### src/rtl/cacheline_adaptor_pkg.sv
// cacheline_adaptor_pkg: shared widths, derived burst geometry and FSM state type.
// Used by the cache-line and burst interfaces and by the adaptor itself.
package cacheline_adaptor_pkg;

    localparam int LINE_W  = 256;
    localparam int BURST_W = 64;
    localparam int ADDR_W  = 32;
    localparam int BEATS   = LINE_W / BURST_W;
    localparam int OFS     = $clog2(LINE_W / 8);
    localparam int CNT_W   = $clog2(BEATS);

    typedef enum logic [1:0] {
        IDLE,
        RD_BURST,
        WR_BURST,
        RESP
    } ca_state_t;

endpackage

### src/rtl/cacheline_adaptor_if.sv
// cacheline_adaptor_if: bus bundles on either side of the adaptor.
// cacheline_line_if : cache pmem port (addr/read/write/wdata from the cache,
//                     rdata/resp back to it); the cache is the master.
// cacheline_burst_if: burst memory port (addr/read/write/wdata to memory,
//                     rdata/resp from it); the adaptor is the master.
interface cacheline_line_if;
    import cacheline_adaptor_pkg::*;
    logic [ADDR_W-1:0] addr;
    logic              read;
    logic              write;
    logic [LINE_W-1:0] wdata;
    logic [LINE_W-1:0] rdata;
    logic              resp;
    modport master (output addr, read, write, wdata, input rdata, resp);
    modport slave  (input addr, read, write, wdata, output rdata, resp);
endinterface

interface cacheline_burst_if;
    import cacheline_adaptor_pkg::*;
    logic [ADDR_W-1:0]  addr;
    logic               read;
    logic               write;
    logic [BURST_W-1:0] wdata;
    logic [BURST_W-1:0] rdata;
    logic               resp;
    modport master (output addr, read, write, wdata, input rdata, resp);
    modport slave  (input addr, read, write, wdata, output rdata, resp);
endinterface

### src/rtl/cacheline_adaptor.sv
// cacheline_adaptor: turns one cache line read/write into a BEATS-beat burst.
// Ports:
//   clk  - clock, all state on the rising edge
//   rst  - asynchronous active-low reset
//   line - cache side (slave): addr/read/write/wdata in, rdata/resp out
//   mem  - memory side (master): addr/read/write/wdata out, rdata/resp in
module cacheline_adaptor
    import cacheline_adaptor_pkg::*;
(
    input  logic               clk,
    input  logic               rst,
    cacheline_line_if.slave    line,
    cacheline_burst_if.master  mem
);

    ca_state_t          state_q, state_d;
    logic [CNT_W-1:0]   cnt_q, cnt_d;
    logic [ADDR_W-1:0]  addr_q, addr_d;
    logic [LINE_W-1:0]  wline_q, wline_d;
    logic [LINE_W-1:0]  rline_q, rline_d;
    logic               rd_q, rd_d;
    logic               wr_q, wr_d;
    logic               resp_q, resp_d;
    logic               last;

    assign last = cnt_q == CNT_W'(BEATS - 1);

    always_comb begin
        state_d = state_q;
        cnt_d   = cnt_q;
        addr_d  = addr_q;
        wline_d = wline_q;
        rline_d = rline_q;
        case (state_q)
            IDLE: begin
                // write has priority when the cache raises both
                if (line.write || line.read) begin
                    state_d = line.write ? WR_BURST : RD_BURST;
                    addr_d  = {line.addr[ADDR_W-1:OFS], {OFS{1'b0}}};
                    wline_d = line.wdata;
                    cnt_d   = '0;
                end
            end
            RD_BURST: begin
                if (mem.resp) begin
                    rline_d[BURST_W*cnt_q +: BURST_W] = mem.rdata;
                    cnt_d   = cnt_q + 1'b1;
                    state_d = last ? RESP : RD_BURST;
                end
            end
            WR_BURST: begin
                if (mem.resp) begin
                    cnt_d   = cnt_q + 1'b1;
                    state_d = last ? RESP : WR_BURST;
                end
            end
            default: state_d = IDLE;
        endcase
        // outputs follow the next state so they are registered yet cycle-aligned
        rd_d   = state_d == RD_BURST;
        wr_d   = state_d == WR_BURST;
        resp_d = state_d == RESP;
    end

    always_ff @(posedge clk or negedge rst) begin
        if (!rst) begin
            state_q <= IDLE;
            cnt_q   <= '0;
            addr_q  <= '0;
            wline_q <= '0;
            rline_q <= '0;
            rd_q    <= 1'b0;
            wr_q    <= 1'b0;
            resp_q  <= 1'b0;
        end else begin
            state_q <= state_d;
            cnt_q   <= cnt_d;
            addr_q  <= addr_d;
            wline_q <= wline_d;
            rline_q <= rline_d;
            rd_q    <= rd_d;
            wr_q    <= wr_d;
            resp_q  <= resp_d;
        end
    end

    assign mem.addr   = addr_q;
    assign mem.read   = rd_q;
    assign mem.write  = wr_q;
    assign mem.wdata  = wline_q[BURST_W*cnt_q +: BURST_W];
    assign line.rdata = rline_q;
    assign line.resp  = resp_q;

endmodule

### src/flat_wrapper.sv
// flat-port wrapper written by rule: the top's interface ports become plain ports
module cacheline_adaptor_flat import cacheline_adaptor_pkg::*;
  (clk, rst, line_addr, line_read, line_write, line_wdata, line_rdata, line_resp, mem_addr, mem_read, mem_write, mem_wdata, mem_rdata, mem_resp);
  cacheline_line_if line_i ();
  cacheline_burst_if mem_i ();
  input  logic clk;
  input  logic rst;
  input wire logic [$bits(line_i.addr)-1:0] line_addr;
  input wire logic [$bits(line_i.read)-1:0] line_read;
  input wire logic [$bits(line_i.write)-1:0] line_write;
  input wire logic [$bits(line_i.wdata)-1:0] line_wdata;
  output wire logic [$bits(line_i.rdata)-1:0] line_rdata;
  output wire logic [$bits(line_i.resp)-1:0] line_resp;
  output wire logic [$bits(mem_i.addr)-1:0] mem_addr;
  output wire logic [$bits(mem_i.read)-1:0] mem_read;
  output wire logic [$bits(mem_i.write)-1:0] mem_write;
  output wire logic [$bits(mem_i.wdata)-1:0] mem_wdata;
  input wire logic [$bits(mem_i.rdata)-1:0] mem_rdata;
  input wire logic [$bits(mem_i.resp)-1:0] mem_resp;
  assign line_i.addr = line_addr;
  assign line_i.read = line_read;
  assign line_i.write = line_write;
  assign line_i.wdata = line_wdata;
  assign line_rdata = line_i.rdata;
  assign line_resp = line_i.resp;
  assign mem_addr = mem_i.addr;
  assign mem_read = mem_i.read;
  assign mem_write = mem_i.write;
  assign mem_wdata = mem_i.wdata;
  assign mem_i.rdata = mem_rdata;
  assign mem_i.resp = mem_resp;
  cacheline_adaptor u_core (.clk(clk), .rst(rst), .line(line_i), .mem(mem_i));
endmodule
### config.mk
export PLATFORM = sky130hd
export DESIGN_NAME = cacheline_adaptor_flat
export DESIGN_NICKNAME = d
export VERILOG_FILES = /design/src/rtl/cacheline_adaptor_pkg.sv /design/src/rtl/cacheline_adaptor_if.sv /design/src/rtl/cacheline_adaptor.sv /design/src/flat_wrapper.sv
export SDC_FILE = /design/constraint.sdc
export NUM_CORES = 1
export LEC_CHECK = 0
export ABC_AREA = 1
export CAP_MARGIN = 30
export CORE_AREA = 3 3 278 280
export DETAILED_ROUTE_END_ITERATION = 12
export DIE_AREA = 0 0 281 283
export SYNTH_ARGS = -nofsm -noshare
export SYNTH_HDL_FRONTEND = slang
export SYNTH_SLANG_ARGS = --single-unit
### constraint.sdc
create_clock -name clk -period 2.7 [get_ports clk]
set_input_delay 0.27 -clock clk [delete_from_list [all_inputs] [get_ports clk]]
set_output_delay 0.27 -clock clk [all_outputs]
set_load 0.01 [all_outputs]
==> metrics.txt, run 1 <==
status finished, final reports clean; metal2 WL 43300 µm; die span in y 283 µm; family with the most delay on the worst path buffers and inverters; maximum clock path buffer count 3; root buf cell clkbuf_16; total power 0.0361 W; Slew Viols, Final 0; main area contributors after synthesis dfrtp_1 57%, o21ai_0 15%, nand2_1 8.2%, inv_1 4.9%, nand4_1 3.3%; final worst setup slack between 0.15 and 0.2 ns; highest metal used met5; antenna-violating nets left 0; final hold vios 0; vias per cell around 4.9; Clock transition at path regs 0.07 ns; layout cell share with drive strength beyond 1 under 10%; total CTS buffers slightly above 60; row cnt 100; placer's final routability congestion estimate ~0.83; clk_lat worst skew about 0.63 ns; Rel. slew slack between 50% and 60%; Yosys cell types 25; core area 0.0747 mm²; Mean Syn Cell Area 8.62 µm²; die area a little under 0.08 mm²; power density over the cells approximately 1100 mW/mm²; Area Growth Syn to Fin 44.1%; dpl hpwl 61500 µm; first-pass GRT wire length 136000 µm; Max Cap Viol 0; drt pass-1 iters 6; FMAX ~400 MHz; Synth area leader dfrtp_1; Synth Register Bits 546; initial antenna violation count 22; CP max stage cell dfrtp_4; Yosys top cell area share 57.4%; Yosys warning count 0; max incr delay on CP about 0.5 ns; final WL 90200 µm; Initial Util 31.8%; combinational power share 41.6%; Worst EP arrival approximately 2.3 ns; crit path kind flip-flop to output port; CP Max Fanout 26; sequential fraction of the synthesis area 57.4%; Overflow after GRT 0; Setup TNS 0 ns; CP Launch Type flip-flop; fill count 7313; Buf+Inv Stages, Crit Path 3; pre-CTS setup slack 0.355 ns; Psw 0.0140 W; worst path required time 2.43 ns; DRC violations left 0; CTS tree done; Critical Path, Cell by Cell buf_12, bufbuf_16, o21ai_0, o22ai_1, dlygate4sd2_1; crit path time final ~2.5 ns; actual slew at the worst max-slew pin around 0.64 ns; Pint 0.0221 W; VDD IR max 0.598 mV; worst hold path type primary input to flip-flop; number of port buffers 701; CP Capture Type output port; RSZ-0062 raised after global routing no; Vias 21800; Metal-1 WL between 30000 and 40000 µm; IO Count a little over 700; clk_skew 0.0345 ns; Sw Share 38.7%; Net count, final 3762; # setup viols final 0; Flop pwr share 35.5%; drt initial violations 1587; WL met3 7980 µm; Period Utilization, post-route approximately 94%; Mapped Area around 0.024 mm²; wire per inst 20.4 µm; Die X ~280 µm; Clock power frac a little under a quarter; P_leak 16.5 nW; largest net degree at the start of global routing between 100 and 150; CTS sink count 546; Syn Inst Count about 2800; vias in the first global route 21800; Total GRT Usage 22.1%; # H-tree levels 2
==> worst min-delay path, delay by kind of cell <==
kind            cells  cell delay, ns
buf+inv             2            0.43
compound gates      1            0.07
==> cells in the mapped netlist (all sizes together) <==
library cell  number
conb               1
o22ai             64
buf               93
nand3             41
o21ai            766
clkbuf           131
dfrtp            546
nand4            124
nand2            525
nor2             141
inv              318
nor3               1
ha                 9
a21oi              1
==> power groups by stage <==
stage	Combinational (W)	Clock (W)	Sequential [W]
after floorplan	0.00709	0	0.0129
after global placement	0.0151	0	0.0129
after detailed placement	0.0152	0	0.0129
after CTS	0.0152	0.00847	0.0128
after global routing	0.0166	0.00875	0.0131
final	0.0150	0.00825	0.0128
==> cell type report <==
cell class / count / area [µm²] / share of cell area (%)
timing repair buffer: 790 / 8180 / 23.9
clock inverter: 11 / 97.6 / 0.285
clock buffer: 99 / 1880 / 5.49
antenna: 13 / 32.5 / 0.0949
multi-input combinational: 1677 / 7970 / 23.3
tap: 969 / 1210 / 3.54
sequential: 546 / 13700 / 39.9
timing repair inverter: 2 / 20.0 / 0.0584
inverter: 318 / 1210 / 3.54
==> worst paths after layout <==
kind | slack [ns] | endpoint | startpoint | cells past startpoint
setup / recovery | 0.16 | mem_wdata[39] | u_core.cnt_q[0] | 5
max in group asynchronous | 1.54 | u_core.mem.addr[12] | rst | 4
setup reg to reg | 0.34 | u_core.line.resp | u_core.cnt_q[0] | 11
hold reg to reg | 0.48 | u_core.wline_q[132] | u_core.wline_q[132] | 2
min in group asynchronous | 0.23 | u_core.line.rdata[184] | rst | 2
hold / removal | 0.20 | u_core.wline_q[79] | line_wdata[79] | 3
==> per-stage QoR <==
step	area [µm²]	util [%]	std cells	hold slack (ns)
final	34300	45.9	4425	0.198
after global placement	32000	42.9	4289	0.286
after CTS	34200	45.8	4412	0.155
after global routing	34300	45.9	4420	0.189
after floorplan	23800	-	2765	-0.0256
after detailed placement	32000	42.9	4289	0.285
==> per-layer routing <==
layer | vias to the layer above | track usage (%)
li1 | 10300 | -
met1 | 10400 | 27.3
met2 | 825 | 36.7
met3 | 165 | 6.69
met4 | 22 | 7.50
met5 | - | 0
==> cell usage in the layout (no fill, tap or decap), types with 2 or more instances in the layout <==
cell	netlist	layout
buf_12	0	33
buf_16	0	2
buf_4	15	46
buf_6	6	2
buf_8	0	3
bufbuf_16	0	3
clkbuf_1	131	19
clkbuf_16	0	63
clkbuf_8	0	17
clkdlybuf4s50_1	0	636
clkinv_2	0	5
conb_1	1	5
dfrtp_1	546	544
diode_2	0	13
dlygate4sd2_1	0	59
dlymetal6s2s_1	0	5
ha_1	9	9
inv_1	313	310
inv_2	5	6
inv_6	0	4
nand2_1	522	522
nand2_2	2	2
nand3_1	41	41
nand4_1	124	124
nor2_1	135	134
nor2_4	2	5
nor2_8	2	2
o21ai_0	707	706
o21ai_1	58	59
o22ai_1	64	62
o22ai_2	0	2
==> flip-flops by register name (all words and copies together), names as in the netlist <==
name / cells
u_core.line.resp: 1
u_core.cnt_q: 2
u_core.line.rdata: 256
u_core.mem.read: 1
u_core.mem.addr: 27
u_core.wline_q: 256
u_core.state_q: 2
u_core.mem.write: 1
==> repair_timing <==
item,4_1_cts,5_1_grt
buffers inserted,6,0
hold buffers,1,0
gates cloned,6,0
pin swaps,1,0
gates resized for setup,78,7
endpoints found under the setup margin,64,5
endpoints found under the hold margin,38,0
==> logic make-up (layout without fill, tap and decap cells) <==
| kind of cell | Yosys count | count (layout) | synth area share (%) |
|---|---|---|---|
| adders and majority gates | 9 | 9 | 0.473 |
| buffers and inverters | 542 | 1220 | 9.32 |
| and+or+nand+nor | 832 | 832 | 14.9 |
| DFF | 546 | 546 | 57.4 |
| AOI/OAI and AO/OA | 831 | 831 | 17.8 |
| other | 1 | 18 | 0.0158 |
(Power assumes the default switching activity.)
==> run 2: changes to the inputs <==
PLACE_DENSITY = 0.68   (was default)
==> metrics.txt, run 2 (synthesis gave the netlist of run 1 again) <==
status finished, final reports clean; P_leak 16.5 nW (-0.32%); commonest non-fill, non-tap cell in the layout o21ai_0; Area Growth Syn to Fin 43.8%; drt pass-1 iters 7 (+1); Worst R2R Setup Slack 0.34 ns (about the same); maximum clock path buffer count 3 (unchanged); crit path time final 2.59 ns (+0.0547 ns); CP max stage cell dfrtp_4; layout cell share with drive strength beyond 1 5.75% (-0.21 points); CP Capture Type output port; Overflow after GRT 0 (unchanged); IO Count 712 (unchanged); die area 0.0795 mm² (unchanged); FMAX 385 MHz (-2.1%); vias in the first global route 21800 (+0.21%); total power 0.0361 W (about the same); core area 0.0747 mm² (unchanged); die span in y 283 µm (unchanged); CTS sink count 546 (unchanged); initial antenna violation count 14 (-36%); Buf+Inv Stages, Crit Path 4 (+1); final hold vios 0 (unchanged); max incr delay on CP 0.58 ns (+0.08 ns); Net count, final 3749 (-0.35%); drt initial violations 1618 (+2.0%); CP Launch Type flip-flop; CP Max Fanout 18 (-31%); Initial Util 31.8% (unchanged); DRC violations left 0 (unchanged); row cnt 100 (unchanged); largest net degree at the start of global routing 111 (-9.0%); dpl hpwl 57900 µm (-5.9%); antenna-violating nets left 0 (unchanged); Die X 281 µm (unchanged); total CTS buffers 59 (-3.3%); most frequent cells in the layout 707 x o21ai_0, 636 x clkdlybuf4s50_1, 544 x dfrtp_1; Total GRT Usage 21.3% (-0.77 points); clk_skew 0.0165 ns (-0.0180 ns); RSZ-0062 raised after global routing no; vias per cell 4.98 (+1.1%); Vias 22000 (+0.66%); # H-tree levels 2 (unchanged); actual slew at the worst max-slew pin 0.794 ns (+0.149 ns); fill count 7271 (-0.57%); final WL 87200 µm (-3.3%); crit path kind flip-flop to output port; Clock transition at path regs 0.07 ns (about the same); Setup TNS 0 ns (unchanged); placer's final routability congestion estimate 0.848 (+1.6%); CTS tree done; root buf cell clkbuf_16; worst path required time 2.43 ns (about the same); VDD IR max 0.644 mV (+7.6%); Worst EP arrival 2.32 ns (+0.05 ns); wire per inst 19.8 µm (-2.9%); Rel. slew slack 47.1% (-9.6 points); first-pass GRT wire length 132000 µm (-2.4%); power density over the cells 1050 mW/mm² (+0.17%); Max Cap Viol 0 (unchanged); Period Utilization, post-route 96.1% (+2.0 points); # setup viols final 0 (unchanged); clk_lat worst skew 0.61 ns (-0.02 ns); number of port buffers 701 (unchanged); Slew Viols, Final 0 (unchanged); family with the most delay on the worst path buffers and inverters; worst hold path type primary input to flip-flop; Critical Path, Cell by Cell buf_4, buf_12, bufbuf_16, nor2_1, o22ai_1, dlygate4sd2_1
## run 2: cell types whose count changed in the layout (fill, tap and decap cells not counted), sizes merged, moves of 4 or more
cell	delta
clkbuf	-14
bufinv	+4
inv	-4
diode	-4
buf	-9
clkinv	+7
## run 2: worst paths after layout
path / depth (start not counted) / end / start
worst min-delay path: 3 / u_core.wline_q[124] / line_wdata[124]
max in group asynchronous: 3 / u_core.line.rdata[150] / rst
worst max register to register: 8 / u_core.line.rdata[134] / u_core.cnt_q[0]
min in group asynchronous: 2 / u_core.line.rdata[42] / rst
worst max-delay path: 6 / mem_wdata[39] / u_core.cnt_q[0]
worst min register to register: 2 / u_core.wline_q[98] / u_core.wline_q[98]
## run 2: cell type report
cell class / instances / area (µm²) / area share (%)
antenna: 9 / 22.5 / 0.0658
clock buffer: 85 / 1760 / 5.14
clock inverter: 21 / 241 / 0.706
inverter: 318 / 1210 / 3.54
multi-input combinational: 1677 / 7960 / 23.3
sequential: 546 / 13700 / 40.0
tap: 969 / 1210 / 3.54
timing repair buffer: 780 / 8120 / 23.7
timing repair inverter: 1 / 11.3 / 0.0329
## run 2: metrics by stage
| stage | cell area, µm² | cells | hold WS (ns) | worst slack [ns] | util, % |
|---|---|---|---|---|---|
| after floorplan | 23800 | 2765 | -0.0256 | 0.574 | - |
| after global placement | 31900 | 4277 | 0.335 | 0.409 | 42.7 |
| after detailed placement | 31900 | 4277 | 0.326 | 0.419 | 42.7 |
| after CTS | 34100 | 4395 | 0.172 | 0.00458 | 45.7 |
| after global routing | 34200 | 4404 | 0.182 | 0.00307 | 45.8 |
| final | 34200 | 4406 | 0.211 | 0.105 | 45.8 |
## run 2: worst register-to-register path: cells and delay by family, from the launching register on
family | cells | cell delay (ns)
flip-flops | 1 | 0.56
buffers and inverters | 4 | 0.70
adder cells (fa/ha/maj) | 1 | 0.56
AND/OR/NAND/NOR | 3 | 0.47
## run 2: metal layers
metal / GRT usage [%] / share of wire, % / vias to the layer above / wire length (µm)
met1: 26.0 / 39 / 10500 / 34400
met4: 8.67 / 4.0 / 12 / 3520
met2: 35.3 / 47 / 947 / 41200
li1: - / - / 10300 / -
met3: 6.23 / 9.1 / 192 / 7960
met5: 0 / 0.092 / - / 80
## run 2: power breakdown
| part | total [W] | switching, W | internal (W) |
|---|---|---|---|
| Sequential | 0.0128 | 0.00164 | 0.0111 |
| Combinational | 0.0150 | 0.00884 | 0.00613 |
| Clock | 0.00832 | 0.00336 | 0.00496 |
## run 2: timing repair
item,4_1_cts,5_1_grt
buffers inserted,4,2
resized for setup,73,8
cloned,7,0
pin swaps,1,0
hold buffers,1,0
setup endpoints to repair,64,5
hold endpoints to repair,53,0
==> run 3: changes to the inputs <==
CORE_AREA = 3 3 279 281   (was 3 3 278 280)
DIE_AREA = 0 0 282 284   (was 0 0 281 283)
clock period = 3.2 ns   (was 2.7 ns; I/O delays follow)
==> metrics.txt, run 3 (synthesis gave the netlist of run 1 again) <==
status finished, final reports clean; CTS tree done; drt initial violations 1841 (+14%); Area Growth Syn to Fin 42.5%; worst path required time 2.88 ns (+0.45 ns); wire per inst 19.2 µm (-3.0%); crit path time final approximately 3 ns; layout cell share with drive strength beyond 1 5.27% (-0.48 points); Slew Viols, Final 0 (unchanged); Rel. slew slack 37.5% (-9.6 points); antenna-violating nets left 0 (unchanged); GRT met2 Usage 33.0% (-2.3 points); commonest non-fill, non-tap cell in the layout o21ai_0; RSZ-0062 raised after global routing no; most frequent cells in the layout 707 x o21ai_0, 700 x clkdlybuf4s50_1, 544 x dfrtp_1; crit path kind flip-flop to output port; VDD IR max 0.531 mV (-18%); number of port buffers 701 (unchanged); Initial Util 31.4% (-0.42 points); Setup TNS 0 ns (unchanged); die area 0.0801 mm² (+0.71%); first-pass GRT wire length 127000 µm (-4.0%); largest net degree at the start of global routing 158 (+42%); Period Utilization, post-route 93.7%; fill count 7316 (+0.62%); vias in the first global route 21100 (-3.2%); Max Cap Viol 0 (unchanged); row cnt 101 (+1.0%); # H-tree levels 2 (unchanged); # setup viols final 0 (unchanged); IO Count 712 (unchanged); Overflow after GRT 0 (unchanged); power density over the cells 893 mW/mm² (-15%); grt met1 use 25.7% (-0.33 points); final WL 84400 µm (-3.2%); Net count, final 3740 (-0.24%); CP Capture Type output port; initial antenna violation count 11 (-3); worst hold path type primary input to flip-flop; FMAX 334 MHz; actual slew at the worst max-slew pin 0.937 ns (+0.144 ns); Vias 21900 (-0.19%); DRC violations left 0 (unchanged); drt pass-1 iters 5 (-2); Die X 282 µm (+0.36%); Total GRT Usage 20.3% (-1.1 points); Clock transition at path regs 0.06 ns (about the same); root buf cell clkbuf_16; vias per cell 4.98 (about the same); dpl hpwl 57300 µm (-1.1%); clk_lat worst skew 0.60 ns (about the same); placer's final routability congestion estimate 0.840 (-0.98%); CP Launch Type flip-flop; final hold vios 0 (unchanged); Most Used Layer, Global Route met2; core area 0.0757 mm² (+1.3%); Area after DPL 0.0318 mm² (-0.25%); fin area 0.0339 mm² (-0.91%); maximum clock path buffer count 3 (unchanged); routing usage on met3 5.50% (-0.73 points); Worst EP arrival 2.68 ns (+0.36 ns); P_leak 16.1 nW (-2.0%); die span in y 284 µm (+0.35%); CTS sink count 546 (unchanged); CP Max Fanout 38 (+20); clk_skew 0.0206 ns (+0.00410 ns); total CTS buffers 59 (unchanged); total power 0.0303 W (-16%)
[run 3: cell types whose count changed in the layout (fill, tap and decap cells not counted), moves of 6 or more]
cell / delta
clkinv_2: -9
clkdlybuf4s50_1: +64
dlygate4sd2_1: -56
buf_4: +6
buf_16: -9
[run 3: timing repair]
action	in CTS	in global routing
hold buffers	1	0
hold endpoints to repair	73	0
gates resized for setup	1	2
setup endpoints to repair	22	10
setup buffers	1	2
[run 3: metrics by stage]
stage,cells,util (%),setup slack (ns),hold slack (ns)
after floorplan,2765,-,1.07,0.0244
after global placement,4287,42.0,0.570,0.441
after detailed placement,4287,42.0,0.519,0.446
after CTS,4392,44.7,0.0194,0.220
after global routing,4396,44.8,0.0458,0.251
final,4399,44.8,0.202,0.267
[run 3: per-layer routing]
layer	part of all wire (%)	wire length [µm]
met1	40	33600
met2	47	39500
met3	9.8	8250
met4	3.6	3010
met5	0.097	82
[run 3: layout make-up]
cell class / instances / area (µm²) / area share [%]
diodes: 5 / 12.5 / 0.0369
clock buffers: 91 / 1790 / 5.28
clock inverters: 12 / 200 / 0.591
inverters: 318 / 1210 / 3.56
multi-input cells: 1677 / 7960 / 23.5
flip-flops and latches: 546 / 13700 / 40.3
well taps: 978 / 1220 / 3.61
repair buffers: 772 / 7830 / 23.1
[run 3: critical path, stage by stage (launching register included)]
cell and delay [ns]:
dfrtp_4 0.56, inv_12 0.18, buf_4 0.22, buf_4 0.19
o21ai_0 0.09, o22ai_1 0.20, clkdlybuf4s50_1 0.58
[run 3: power breakdown]
group	leakage (nW)	switching [W]	internal (W)
clock	0.977	0.00281	0.00422
combinational	8.05	0.00726	0.00523
sequential	7.11	0.00136	0.00941
[run 3: final timing paths]
path	slack [ns]	end	start	cells after the start
setup reg to reg	0.73	u_core.line.rdata[90]	u_core.cnt_q[0]	7
min in group asynchronous	0.38	u_core.line.rdata[40]	rst	2
setup / recovery	0.20	mem_wdata[3]	u_core.cnt_q[0]	6
hold / removal	0.27	u_core.wline_q[131]	line_wdata[131]	3
max in group asynchronous	1.79	u_core.wline_q[22]	rst	4
hold reg to reg	0.48	u_core.wline_q[178]	u_core.wline_q[178]	2
